File: src/rtl/param_queue_if.sv
// Operation/data bundle for param_queue: the master drives commands and push data,
// the slave returns popped data, occupancy flags and error pulses.
interface param_queue_if #(
    parameter int DATA_W = 8,
    parameter int DEPTH  = 16
);
    localparam int CW = $clog2(DEPTH + 1);

    // Handshake: no valid/ready. A command on operation is sampled at every rising
    // edge; the slave reports acceptance/rejection through the error pulses on the
    // following cycle, so the master never stalls.
    logic [1:0]        operation;
    logic              flush;
    logic [DATA_W-1:0] in;
    logic [DATA_W-1:0] out;
    logic              empty;
    logic              full;
    logic              almost_full;
    logic [CW-1:0]     count;
    logic              overflow;
    logic              underflow;

    modport master (
        output operation, flush, in,
        input  out, empty, full, almost_full, count, overflow, underflow
    );

    modport slave (
        input  operation, flush, in,
        output out, empty, full, almost_full, count, overflow, underflow
    );
endinterface

File: src/rtl/param_queue.sv
// Parametrised FIFO/LIFO buffer with simultaneous push+pop, synchronous flush,
// occupancy count, almost-full flag and one-cycle overflow/underflow pulses.
module param_queue #(
    parameter int DATA_W   = 8,
    parameter int DEPTH    = 16,
    parameter int MODE     = 0,
    parameter int AF_LEVEL = DEPTH - 2
) (
    input logic         clk,
    input logic         rst,
    param_queue_if.slave bus
);
    localparam int  CW   = $clog2(DEPTH + 1);
    localparam int  PW   = $clog2(DEPTH);
    localparam bit  LIFO = (MODE == 1);

    logic [DATA_W-1:0] mem_q [DEPTH];

    logic [PW-1:0]     wr_ptr_q, wr_ptr_d;
    logic [PW-1:0]     rd_ptr_q, rd_ptr_d;
    logic [CW-1:0]     count_q, count_d;
    logic [DATA_W-1:0] out_q, out_d;
    logic              empty_q, empty_d;
    logic              full_q, full_d;
    logic              af_q, af_d;
    logic              ovf_q, ovf_d;
    logic              unf_q, unf_d;

    logic              do_push, do_pop;
    logic              mem_we;
    logic [PW-1:0]     mem_waddr;
    logic [PW-1:0]     top_idx;

    function automatic logic [PW-1:0] next_ptr(input logic [PW-1:0] p);
        return (p == PW'(DEPTH - 1)) ? '0 : p + PW'(1);
    endfunction

    assign top_idx = PW'(count_q - CW'(1));

    // Decide what actually happens this edge; push+pop on an empty queue degrades to push.
    always_comb begin
        do_push = 1'b0;
        do_pop  = 1'b0;
        ovf_d   = 1'b0;
        unf_d   = 1'b0;
        if (!bus.flush) begin
            case (bus.operation)
                2'b01: if (full_q) ovf_d = 1'b1; else do_push = 1'b1;
                2'b10: if (empty_q) unf_d = 1'b1; else do_pop = 1'b1;
                2'b11: begin
                    do_push = 1'b1;
                    if (empty_q) unf_d = 1'b1; else do_pop = 1'b1;
                end
                default: ;
            endcase
        end
    end

    always_comb begin
        wr_ptr_d  = wr_ptr_q;
        rd_ptr_d  = rd_ptr_q;
        out_d     = out_q;
        mem_we    = do_push;
        mem_waddr = wr_ptr_q;
        if (LIFO) begin
            // Push+pop on a stack replaces the top element in place.
            mem_waddr = (do_push && do_pop) ? top_idx : PW'(count_q);
            if (do_pop) out_d = mem_q[top_idx];
        end else begin
            if (do_push) wr_ptr_d = next_ptr(wr_ptr_q);
            if (do_pop) begin
                out_d    = mem_q[rd_ptr_q];
                rd_ptr_d = next_ptr(rd_ptr_q);
            end
        end

        count_d = count_q;
        if (do_push && !do_pop)      count_d = count_q + CW'(1);
        else if (do_pop && !do_push) count_d = count_q - CW'(1);

        if (bus.flush) begin
            wr_ptr_d = '0;
            rd_ptr_d = '0;
            count_d  = '0;
        end

        empty_d = (count_d == '0);
        full_d  = (count_d == CW'(DEPTH));
        af_d    = (count_d >= CW'(AF_LEVEL));
    end

    always_ff @(posedge clk or posedge rst) begin
        if (rst) begin
            wr_ptr_q <= '0;
            rd_ptr_q <= '0;
            count_q  <= '0;
            out_q    <= '0;
            empty_q  <= 1'b1;
            full_q   <= 1'b0;
            af_q     <= 1'b0;
            ovf_q    <= 1'b0;
            unf_q    <= 1'b0;
        end else begin
            wr_ptr_q <= wr_ptr_d;
            rd_ptr_q <= rd_ptr_d;
            count_q  <= count_d;
            out_q    <= out_d;
            empty_q  <= empty_d;
            full_q   <= full_d;
            af_q     <= af_d;
            ovf_q    <= ovf_d;
            unf_q    <= unf_d;
        end
    end

    // Storage is not reset; its contents are only ever read behind a valid count.
    always_ff @(posedge clk) begin
        if (mem_we) mem_q[mem_waddr] <= bus.in;
    end

    assign bus.out         = out_q;
    assign bus.empty       = empty_q;
    assign bus.full        = full_q;
    assign bus.almost_full = af_q;
    assign bus.count       = count_q;
    assign bus.overflow    = ovf_q;
    assign bus.underflow   = unf_q;
endmodule
File: src/flat_wrapper.sv
// flat-port wrapper written by rule: the top's interface ports become plain ports
module param_queue_flat 
#(
    parameter int DATA_W   = 8,
    parameter int DEPTH    = 16,
    parameter int MODE     = 0,
    parameter int AF_LEVEL = DEPTH - 2
)
  (clk, rst, bus_operation, bus_flush, bus_in, bus_out, bus_empty, bus_full, bus_almost_full, bus_count, bus_overflow, bus_underflow);
  param_queue_if #(.DATA_W(DATA_W), .DEPTH(DEPTH)) bus_i ();
  input logic clk;
  input logic rst;
  input wire logic [$bits(bus_i.operation)-1:0] bus_operation;
  input wire logic [$bits(bus_i.flush)-1:0] bus_flush;
  input wire logic [$bits(bus_i.in)-1:0] bus_in;
  output wire logic [$bits(bus_i.out)-1:0] bus_out;
  output wire logic [$bits(bus_i.empty)-1:0] bus_empty;
  output wire logic [$bits(bus_i.full)-1:0] bus_full;
  output wire logic [$bits(bus_i.almost_full)-1:0] bus_almost_full;
  output wire logic [$bits(bus_i.count)-1:0] bus_count;
  output wire logic [$bits(bus_i.overflow)-1:0] bus_overflow;
  output wire logic [$bits(bus_i.underflow)-1:0] bus_underflow;
  assign bus_i.operation = bus_operation;
  assign bus_i.flush = bus_flush;
  assign bus_i.in = bus_in;
  assign bus_out = bus_i.out;
  assign bus_empty = bus_i.empty;
  assign bus_full = bus_i.full;
  assign bus_almost_full = bus_i.almost_full;
  assign bus_count = bus_i.count;
  assign bus_overflow = bus_i.overflow;
  assign bus_underflow = bus_i.underflow;
  param_queue #(.DATA_W(DATA_W), .DEPTH(DEPTH), .MODE(MODE), .AF_LEVEL(AF_LEVEL)) u_core (.clk(clk), .rst(rst), .bus(bus_i));
endmodule
File: config.mk
export PLATFORM = sky130hd
export DESIGN_NAME = param_queue_flat
export DESIGN_NICKNAME = d
export VERILOG_FILES = /design/src/rtl/param_queue_if.sv /design/src/rtl/param_queue.sv /design/src/flat_wrapper.sv
export SDC_FILE = /design/constraint.sdc
export NUM_CORES = 1
export LEC_CHECK = 0
export ABC_AREA = 1
export BUFFER_PORTS_ARGS = -buffer_cell sky130_fd_sc_hd__buf_2
export CAP_MARGIN = 30
export CORE_ASPECT_RATIO = 1.25
export CORE_UTILIZATION = 46
export CTS_BUF_LIST = sky130_fd_sc_hd__clkbuf_16
export DETAILED_ROUTE_END_ITERATION = 6
export HOLD_SLACK_MARGIN = 0.06
export PLACE_DENSITY = 0.74
export REMOVE_ABC_BUFFERS = 1
export SKIP_CTS_REPAIR_TIMING = 1
export SYNTH_ARGS = -nofsm -noshare
export SYNTH_HDL_FRONTEND = slang
export SYNTH_SLANG_ARGS = --single-unit
File: constraint.sdc
create_clock -name clk -period 2.4 [get_ports clk]
set_clock_uncertainty 0.2 [all_clocks]
set_input_delay 0.36 -clock clk [delete_from_list [all_inputs] [get_ports clk]]
set_output_delay 0.36 -clock clk [all_outputs]
set_load 0.01 [all_outputs]
# Word level (Yosys, flattened, before mapping)
# Memories as Yosys holds them, arrays and structs flattened. A register that Yosys moved wholly into a read port is not among the register bits.
# Index checks and enable logic that the tools add are counted.
# word_totals
ff_bits	18
ram_bits	128
inputBits	13
output_inout_bits	18
n_memories	1
# classes
add_sub_neg	4
magnitude_cmp	1
eq_ne	6
muxes	23
reduce_logical	8
# mem_list
memory	depth	width	rd	rd_clocked_by_memory_dff	write_ports	line	source
u_core.mem_q	16	8	1	1	1	param_queue.sv:17	logic [DATA_W-1:0] mem_q [DEPTH];
# ops
op	n
4-bit two-way mux	6
5-bit two-way mux	3
1-bit two-way mux	13
4-bit by 1-bit adder with 4-bit output, second input constant	2
4-bit equality test, second input constant	2
5-bit by 1-bit adder with 5-bit output, second input constant	1
5-bit equality test, second input constant	1
5-bit by 4-bit greater-or-equal comparator with 1-bit output, second input constant	1
5-bit logical NOT	1
5-bit by 1-bit subtractor with 5-bit output, second input constant	1
2-bit equality test, second input constant	2
2-bit nonzero test	2
2-bit by 1-bit equality test with 1-bit output, second input constant	1
1-bit logical AND	2
1-bit logical NOT	2
1-bit one-hot mux with 2 select lines	1
2-bit OR reduction	1

# Depth between registers and ports, before layout
# Gate-level depths: netlist of run 1.
# depth
ltp_word	9
ltp_mapped	13
mapped_depth_nobuf	13

# Least setup slack after synthesis of run 1
# No wires, ideal clock.
# synth_timing
path_type	flip-flop to flip-flop
startpoint	reg u_core.full_q (netlist: u_core.bus.full)
endpoint	mem u_core.mem_q[15][0], enable pin
setup_time_ps	383
arrival_ps	1437
required_ps	1817
path_slack_ps	379
stages_incl_launch_ff	6
n_path_buf	0
period_less_slack_ps	2021
path_cell_list	dfrtp_1 -> nand2_2 -> inv_1 -> nor2_4 -> inv_1 -> nor3_1
# synth_via
elab_chain_len	5
# synth_lines
element	line	source
start: declaration	param_queue.sv:24	logic full_q, full_d;
start signal: assignment	param_queue.sv:109	full_q <= full_d;
1-bit two-way mux	param_queue.sv:48	2'b01: if (full_q) ovf_d = 1'b1; else do_push = 1'b1;
1-bit one-hot mux with 2 select lines	param_queue.sv:47	case (bus.operation)
1-bit two-way mux	param_queue.sv:46	if (!bus.flush) begin
1-bit two-way mux	param_queue.sv:118	if (mem_we) mem_q[mem_waddr] <= bus.in;
1-bit two-way mux (not written as such)	param_queue.sv:118	
end: declaration	param_queue.sv:17	
# Every way passes these cells.

# Worst setup path in the final report of run 1
# layout_timing
startpoint	in bus_flush
endpoint	mem u_core.mem_q[9][2], enable pin
# layout_via
elab_chain_len	3
# layout_lines
element	line	source
start: declaration	flat_wrapper.sv:14	input wire logic [$bits(bus_i.flush)-1:0] bus_flush;
1-bit two-way mux	param_queue.sv:46	
1-bit two-way mux	param_queue.sv:118	
1-bit two-way mux (not written as such)	param_queue.sv:118	
# Every way passes these cells.

==> reports/qor.log, run 1 <==
qor: sta.tightestPinTransition 0.6433 ns
qor: route.totalWireLength 15220 um
qor: synthesis.synth.avg_cell_area 11.21 um2
qor: synthesis.yosys_register_bits 154
qor: synthesis.ys_top_cells_by_area edfxtp_1, dfrtp_1, nand2_1
qor: layout.multiInputGateArea 1777 um2
qor: sta.period_needed 2.236 ns
qor: layout.antennaDiodeCount 0
qor: place.place_inst 787
qor: route.post_drt_via_cell_ratio 5.547
qor: grt.grtUsageTotal 22.50%
qor: grt.grt_max_degree 66
qor: die.initial_core_utilization 47.25%
qor: clocking.maximum_buffer_depth_of_the_clock_tree 2
qor: clocking.cts_sinks 154
qor: sta.final-hold-violation-count 0
qor: clocking.cts_htree_levels 4
qor: clocking.insertion_delay 0.42 ns
qor: grt.grt_first_pass_wirelength 23810 um
qor: sta.max_freq 447.1 MHz
qor: sta.fin_crit_sh 93.18%
qor: setup_path.timing.critical_path.cells dlygate4sd3_1, buf_2, inv_2, nand2_1, nor2_4, nand2_1, nor2_1, buf_4
qor: setup_path.setup.worst_path.start_class primary input
qor: route.route.detailed.drc 0
qor: synthesis.ys_dominant_reg_cell edfxtp_1
qor: setup_path.timing.critical_path.arrival 2.17 ns
qor: synthesis.synthDominantAreaCellType edfxtp_1
qor: die.fp_rows 48
qor: clocking.tritoncts yes
qor: layout.syn2layout_area_growth 16.24%
qor: route.dr.pass1.iters 5
qor: setup_path.cp_slowest_cell dlygate4sd3_1
qor: synthesis.synth_async_sr_flop_share 16.88%
qor: route.antenna_violation_net_count_after_detailed_routing 0
qor: grt.antenna_violations_before_repair 0
qor: route.detailed_route_via_count 4554
qor: setup_path.crit_path_frequent_cell nand2_1
qor: clocking.clock-root-buffer clkbuf_16
qor: clocking.clock_pin_slew_of_the_registers_on_the_worst_case_setup_and_hold_paths 0.06 ns
qor: place.io_buffers 30
qor: route.wl_per_cell 18.54 um
qor: layout.final_nets 653
qor: layout.layout.filler_cells 1162
qor: setup_path.critical_path.max_stage_delay 0.53 ns
qor: place.globalplace.congestion 0.9357
qor: setup_path.setup.worst_path.end_class flip-flop
qor: power.worst_vdd_rail_ir_drop 419.6 uV
qor: grt.first_global_vias 4578
qor: power.power_density 888.3 nW/um2
qor: die.placeableCoreArea 13810 um2
qor: sta.slew_violations 0
qor: synthesis.synth_top_cells_by_count nand2_1, edfxtp_1, nor2_1
qor: synthesis.top_area_cell_type_share_of_the_netlist_area 58.90%
qor: synthesis.synth_enable_flop_cells 128
qor: layout.register_area 4497 um2
qor: die.die_area 14670 um2
qor: sta.slew_headroom 57.01%
qor: worst_hold_path.min_path_type primary input to flip-flop
qor: setup_path.worstPathMaxFanout 9
qor: setup_path.crit_required 2.33 ns
qor: die.pin_count 31
qor: sta.rsz0062_at_grt no
qor: power.total_leakage_power 2.995 nW
qor: layout.drive_above_1_share 15.33%
qor: synthesis.postSynthCellCount 582
qor: job.maxCapViolCount 0
qor: layout.layoutNonFillerInstCount 821
qor: synthesis.netlist-cell-type-count 33
qor: die.die_y 135.2 um
qor: route.drt_iter0_markers 322
qor: synthesis.yosysWarningCount 0
qor: place.dpl.hpwl 9891 um
qor: synthesis.post-synth-top-count-cell nand2_1
qor: sta.setup_violations 0
qor: die.die_w 108.5 um
qor: outcome.outcome complete, no violations
qor: clocking.tritoncts.num_buffers 17
qor: synthesis.ys_seq_area_share 68.88%
qor: grt.grt-ovfl-total 0
qor: synthesis.synth_area 6526 um2
qor: power.totalPowerFinal 6.739 mW
qor: setup_path.crit_path_category primary input to flip-flop
==> layer usage <==
| metal | share of wire, % | vias up | global-route usage [%] | routed length [um] |
|---|---|---|---|---|
| met4 | 3.1 | 0 | 11.04 | 467 |
| met2 | 54 | 198 | 39.56 | 8196 |
| met3 | 6.0 | 40 | 4.473 | 914 |
| met1 | 37 | 2210 | 25.95 | 5646 |
| met5 | 0 | - | 0 | 0 |
| li1 | - | 2106 | - | - |
==> metrics by stage <==
stage	hold slack [ns]	setup TNS [ns]	worst slack, ns	instance area (um2)	util [%]
3_5_place_dp	0.2644	0	0.3103	6979	50.53
5_1_grt	0.06203	0	0.05900	7586	54.92
6_report	0.05995	0	0.1636	7586	54.92
2_1_floorplan	0.1993	-3.156	-0.3640	6411	-
3_3_place_gp	0.2427	0	0.3559	6979	50.53
4_1_cts	-0.1895	0	0.4033	7566	54.77
==> cell families (layout without fill, tap and decap cells) <==
family | Yosys count | in the layout | share of synthesized area, %
compound gates | 110 | 110 | 9.835
buf+inv | 60 | 124 | 3.892
xor+xnor | 4 | 4 | 0.5369
fa+ha+maj | 7 | 7 | 1.342
simple gates | 247 | 247 | 15.51
flops | 154 | 154 | 68.88
==> area by class of cell <==
type,instances,share of cell area (%)
clock inverters,15,2.128
inverters,37,1.831
multi-input cells,368,23.42
repair buffers,55,4.849
clock buffers,17,5.608
well taps,175,2.886
flip-flops and latches,154,59.28
==> placed cells by master (no fill, tap or decap), types with 2 or more instances in the layout <==
cell             n
nand2_1        144
edfxtp_1       128
nor2_1          65
o21ai_0         49
inv_1           33
buf_2           30
dfrtp_1         24
o22ai_1         21
nand3_1         21
buf_4           21
a21boi_0        17
clkbuf_16       17
a21oi_1         16
ha_1             7
nor3_1           6
inv_2            5
nand2_2          4
clkinv_1         3
nor2_4           3
xor2_1           3
clkinv_2         3
bufinv_16        3
a31oi_1          2
clkinvlp_4       2
clkinv_4         2
dlygate4sd3_1    2
buf_12           2
==> registers in the layout, indices dropped and copies added, names as in the netlist <==
| name | count |
|---|---|
| u_core.bus.almost_full | 1 |
| u_core.bus.count | 5 |
| u_core.bus.empty | 1 |
| u_core.bus.full | 1 |
| u_core.bus.out | 8 |
| u_core.bus.overflow | 1 |
| u_core.bus.underflow | 1 |
| u_core.mem_q | 128 |
| u_core.mem_waddr | 4 |
| u_core.rd_ptr_q | 4 |
==> where the power goes <==
part | switching [mW] | total [mW] | internal (mW)
clock | 1.01 | 2.63 | 1.62
combinational | 0.675 | 1.01 | 0.330
sequential | 0.0809 | 3.10 | 3.02
==> critical path: cells and delay by family <==
family | cells | cell delay, ns
simple gates | 4 | 0.76
buf+inv | 4 | 1.06
==> worst paths after layout <==
check	startpoint	end	slack, ns	cells after the start
hold reg to reg	u_core.bus.out[4]	u_core.bus.out[4]	0.28	2
min in group asynchronous	rst	u_core.bus.almost_full	0.35	4
setup reg to reg	u_core.rd_ptr_q[0]	u_core.bus.out[2]	0.35	8
max in group asynchronous	rst	u_core.rd_ptr_q[0]	1.32	4
hold / removal	bus_operation[1]	u_core.bus.underflow	0.06	3
setup / recovery	bus_flush	u_core.mem_q[9][2]	0.16	8
No activity file was read; power rests on OpenSTA's default activity.
==> run 2, diff against run 1 <==
--- a/config.mk
+++ b/config.mk
@@ -9,11 +9,11 @@
 export BUFFER_PORTS_ARGS = -buffer_cell sky130_fd_sc_hd__buf_2
 export CAP_MARGIN = 30
 export CORE_ASPECT_RATIO = 1.25
-export CORE_UTILIZATION = 46
+export CORE_UTILIZATION = 50
 export CTS_BUF_LIST = sky130_fd_sc_hd__clkbuf_16
 export DETAILED_ROUTE_END_ITERATION = 6
 export HOLD_SLACK_MARGIN = 0.06
-export PLACE_DENSITY = 0.74
+export PLACE_DENSITY = 0.78
 export REMOVE_ABC_BUFFERS = 1
 export SKIP_CTS_REPAIR_TIMING = 1
 export SYNTH_ARGS = -nofsm -noshare
==> reports/qor.log, run 2 (same netlist as run 1, synthesis figures left out) <==
qor: place.place_inst 780
qor: place.dpl.hpwl 9928 um
qor: sta.slew_headroom 58.92%
qor: power.power_density 899.8 nW/um2
qor: layout.commonest_cells_after_routing_fill_and_taps_aside nand2_1, edfxtp_1, nor2_1
qor: setup_path.crit_path_start bus_flush
qor: place.dp_slack 0.3473 ns
qor: setup_path.worst_r2r_endpoint u_core.bus.out[6]
qor: sta.fin_crit_sh 91.52%
qor: worst_hold_path.min_path_type primary input to flip-flop
qor: clocking.tritoncts.num_buffers 17
qor: route.route.detailed.drc 0
qor: setup_path.crit_path_to u_core.mem_q[10][6]
qor: die.pin_count 31
qor: clocking.cts_sinks 154
qor: sta.setup_violations 0
qor: sta.rsz0062_at_grt no
qor: power.totalPowerFinal 6.837 mW
qor: die.die_y 129.7 um
qor: sta.max_freq 455.3 MHz
qor: grt.global_route.usage.met2 43.18%
qor: die.initial_core_utilization 51.31%
qor: grt.antenna_violations_before_repair 0
qor: layout.syn2layout_area_growth 16.43%
qor: sta.tightestPinTransition 0.6146 ns
qor: place.post_dp_cell_area 6970 um2
qor: sta.final-hold-violation-count 0
qor: layout.finalCoreUtilization 59.74%
qor: layout.layoutNonFillerInstCount 814
qor: clocking.insertion_delay 0.42 ns
qor: route.post_drt_via_cell_ratio 5.797
qor: layout.drive_above_1_share 15.17%
qor: setup_path.r2r_slack 0.43 ns
qor: clocking.tritoncts yes
qor: outcome.outcome complete, no violations
qor: job.maxCapViolCount 0
qor: sta.period_needed 2.196 ns
qor: die.die_w 104.2 um
qor: die.fp_rows 46
qor: power.worst_vdd_rail_ir_drop 452.1 uV
qor: route.dr.pass1.iters 5
qor: clocking.clock-root-buffer clkbuf_16
qor: sta.slew_violations 0
qor: grt.grt-ovfl-total 0
qor: place.io_buffers 30
qor: route.detailed_route_via_count 4719
qor: setup_path.worst-r2r-cell-count 8
qor: grt.grtUsageTotal 24.12%
qor: setup_path.worstPathMaxFanout 9
qor: layout.post_route_cell_area 7599 um2
qor: die.placeableCoreArea 12720 um2
qor: setup_path.crit_path_category primary input to flip-flop
qor: route.wl_per_cell 19.18 um
qor: grt.grt_first_pass_wirelength 24080 um
qor: route.drt_iter0_markers 480
qor: layout.mostFrequentLayoutCell nand2_1
qor: grt.gr-max-usage-layer met2
qor: power.total_leakage_power 3.004 nW
qor: layout.antennaDiodeCount 0
qor: grt.globalRouteMet1Util 27.17%
qor: place.globalplace.congestion 0.9453
qor: setup_path.setup.worst_path.start_class primary input
qor: setup_path.timing.critical_path.arrival 2.12 ns
qor: clocking.maximum_buffer_depth_of_the_clock_tree 2
qor: layout.final_nets 653
qor: setup_path.rr_startpoint u_core.rd_ptr_q[0]
qor: setup_path.setup.worst_path.end_class flip-flop
qor: grt.grt_use_met3 5.594%
qor: layout.max_reg_flops 128
qor: grt.first_global_vias 4627
qor: sta.finalWorstSetupSlack 0.2035 ns
qor: sta.final.setup.tns 0 ns
qor: layout.top_register u_core.mem_q
qor: sta.worst_hold_slack 0.06841 ns
qor: clocking.cts_htree_levels 4
qor: clocking.clock_pin_slew_of_the_registers_on_the_worst_case_setup_and_hold_paths 0.06 ns
qor: setup_path.crit_required 2.32 ns
qor: route.totalWireLength 15620 um
qor: die.die_area 13520 um2
qor: route.antenna_violation_net_count_after_detailed_routing 0
qor: grt.grt_max_degree 60
[run 2: final cells by class]
class                   instances  area [um2]
clock buffers                  17       425.4
multi-input cells             368        1777
repair buffers                 55       367.9
inverters                      37       138.9
clock inverters                15       182.7
flip-flops and latches        154        4497
well taps                     168       210.2
fillers                       956        5121
[run 2: worst min-delay path by stage]
stage | end | depth (start not counted) | startpoint
global route | u_core.bus.underflow | 3 | bus_operation[1]
global placement | u_core.bus.count[1] | 3 | rst
CTS | u_core.bus.underflow | 3 | rst
finish | u_core.bus.underflow | 3 | bus_operation[1]
detailed placement | u_core.bus.almost_full | 3 | rst
floorplan | u_core.bus.almost_full | 1 | rst
[run 2: critical path, stage by stage]
cell,delay [ns]
dlygate4sd3_1,0.53
buf_2,0.17
inv_2,0.15
nand2_1,0.13
nor2_4,0.17
nand2_1,0.21
nor2_1,0.20
buf_4,0.21
[run 2: where the power goes]
part	internal [mW]	total [mW]	switching, mW
sequential	3.02	3.12	0.0935
combinational	0.329	0.984	0.655
clock	1.72	2.74	1.01
[run 2: layer usage]
| metal | wire, um | vias to the layer above |
|---|---|---|
| met5 | 0 | - |
| met4 | 611 | 0 |
| met3 | 1249 | 57 |
| met2 | 8044 | 279 |
| met1 | 5710 | 2266 |
| li1 | - | 2117 |
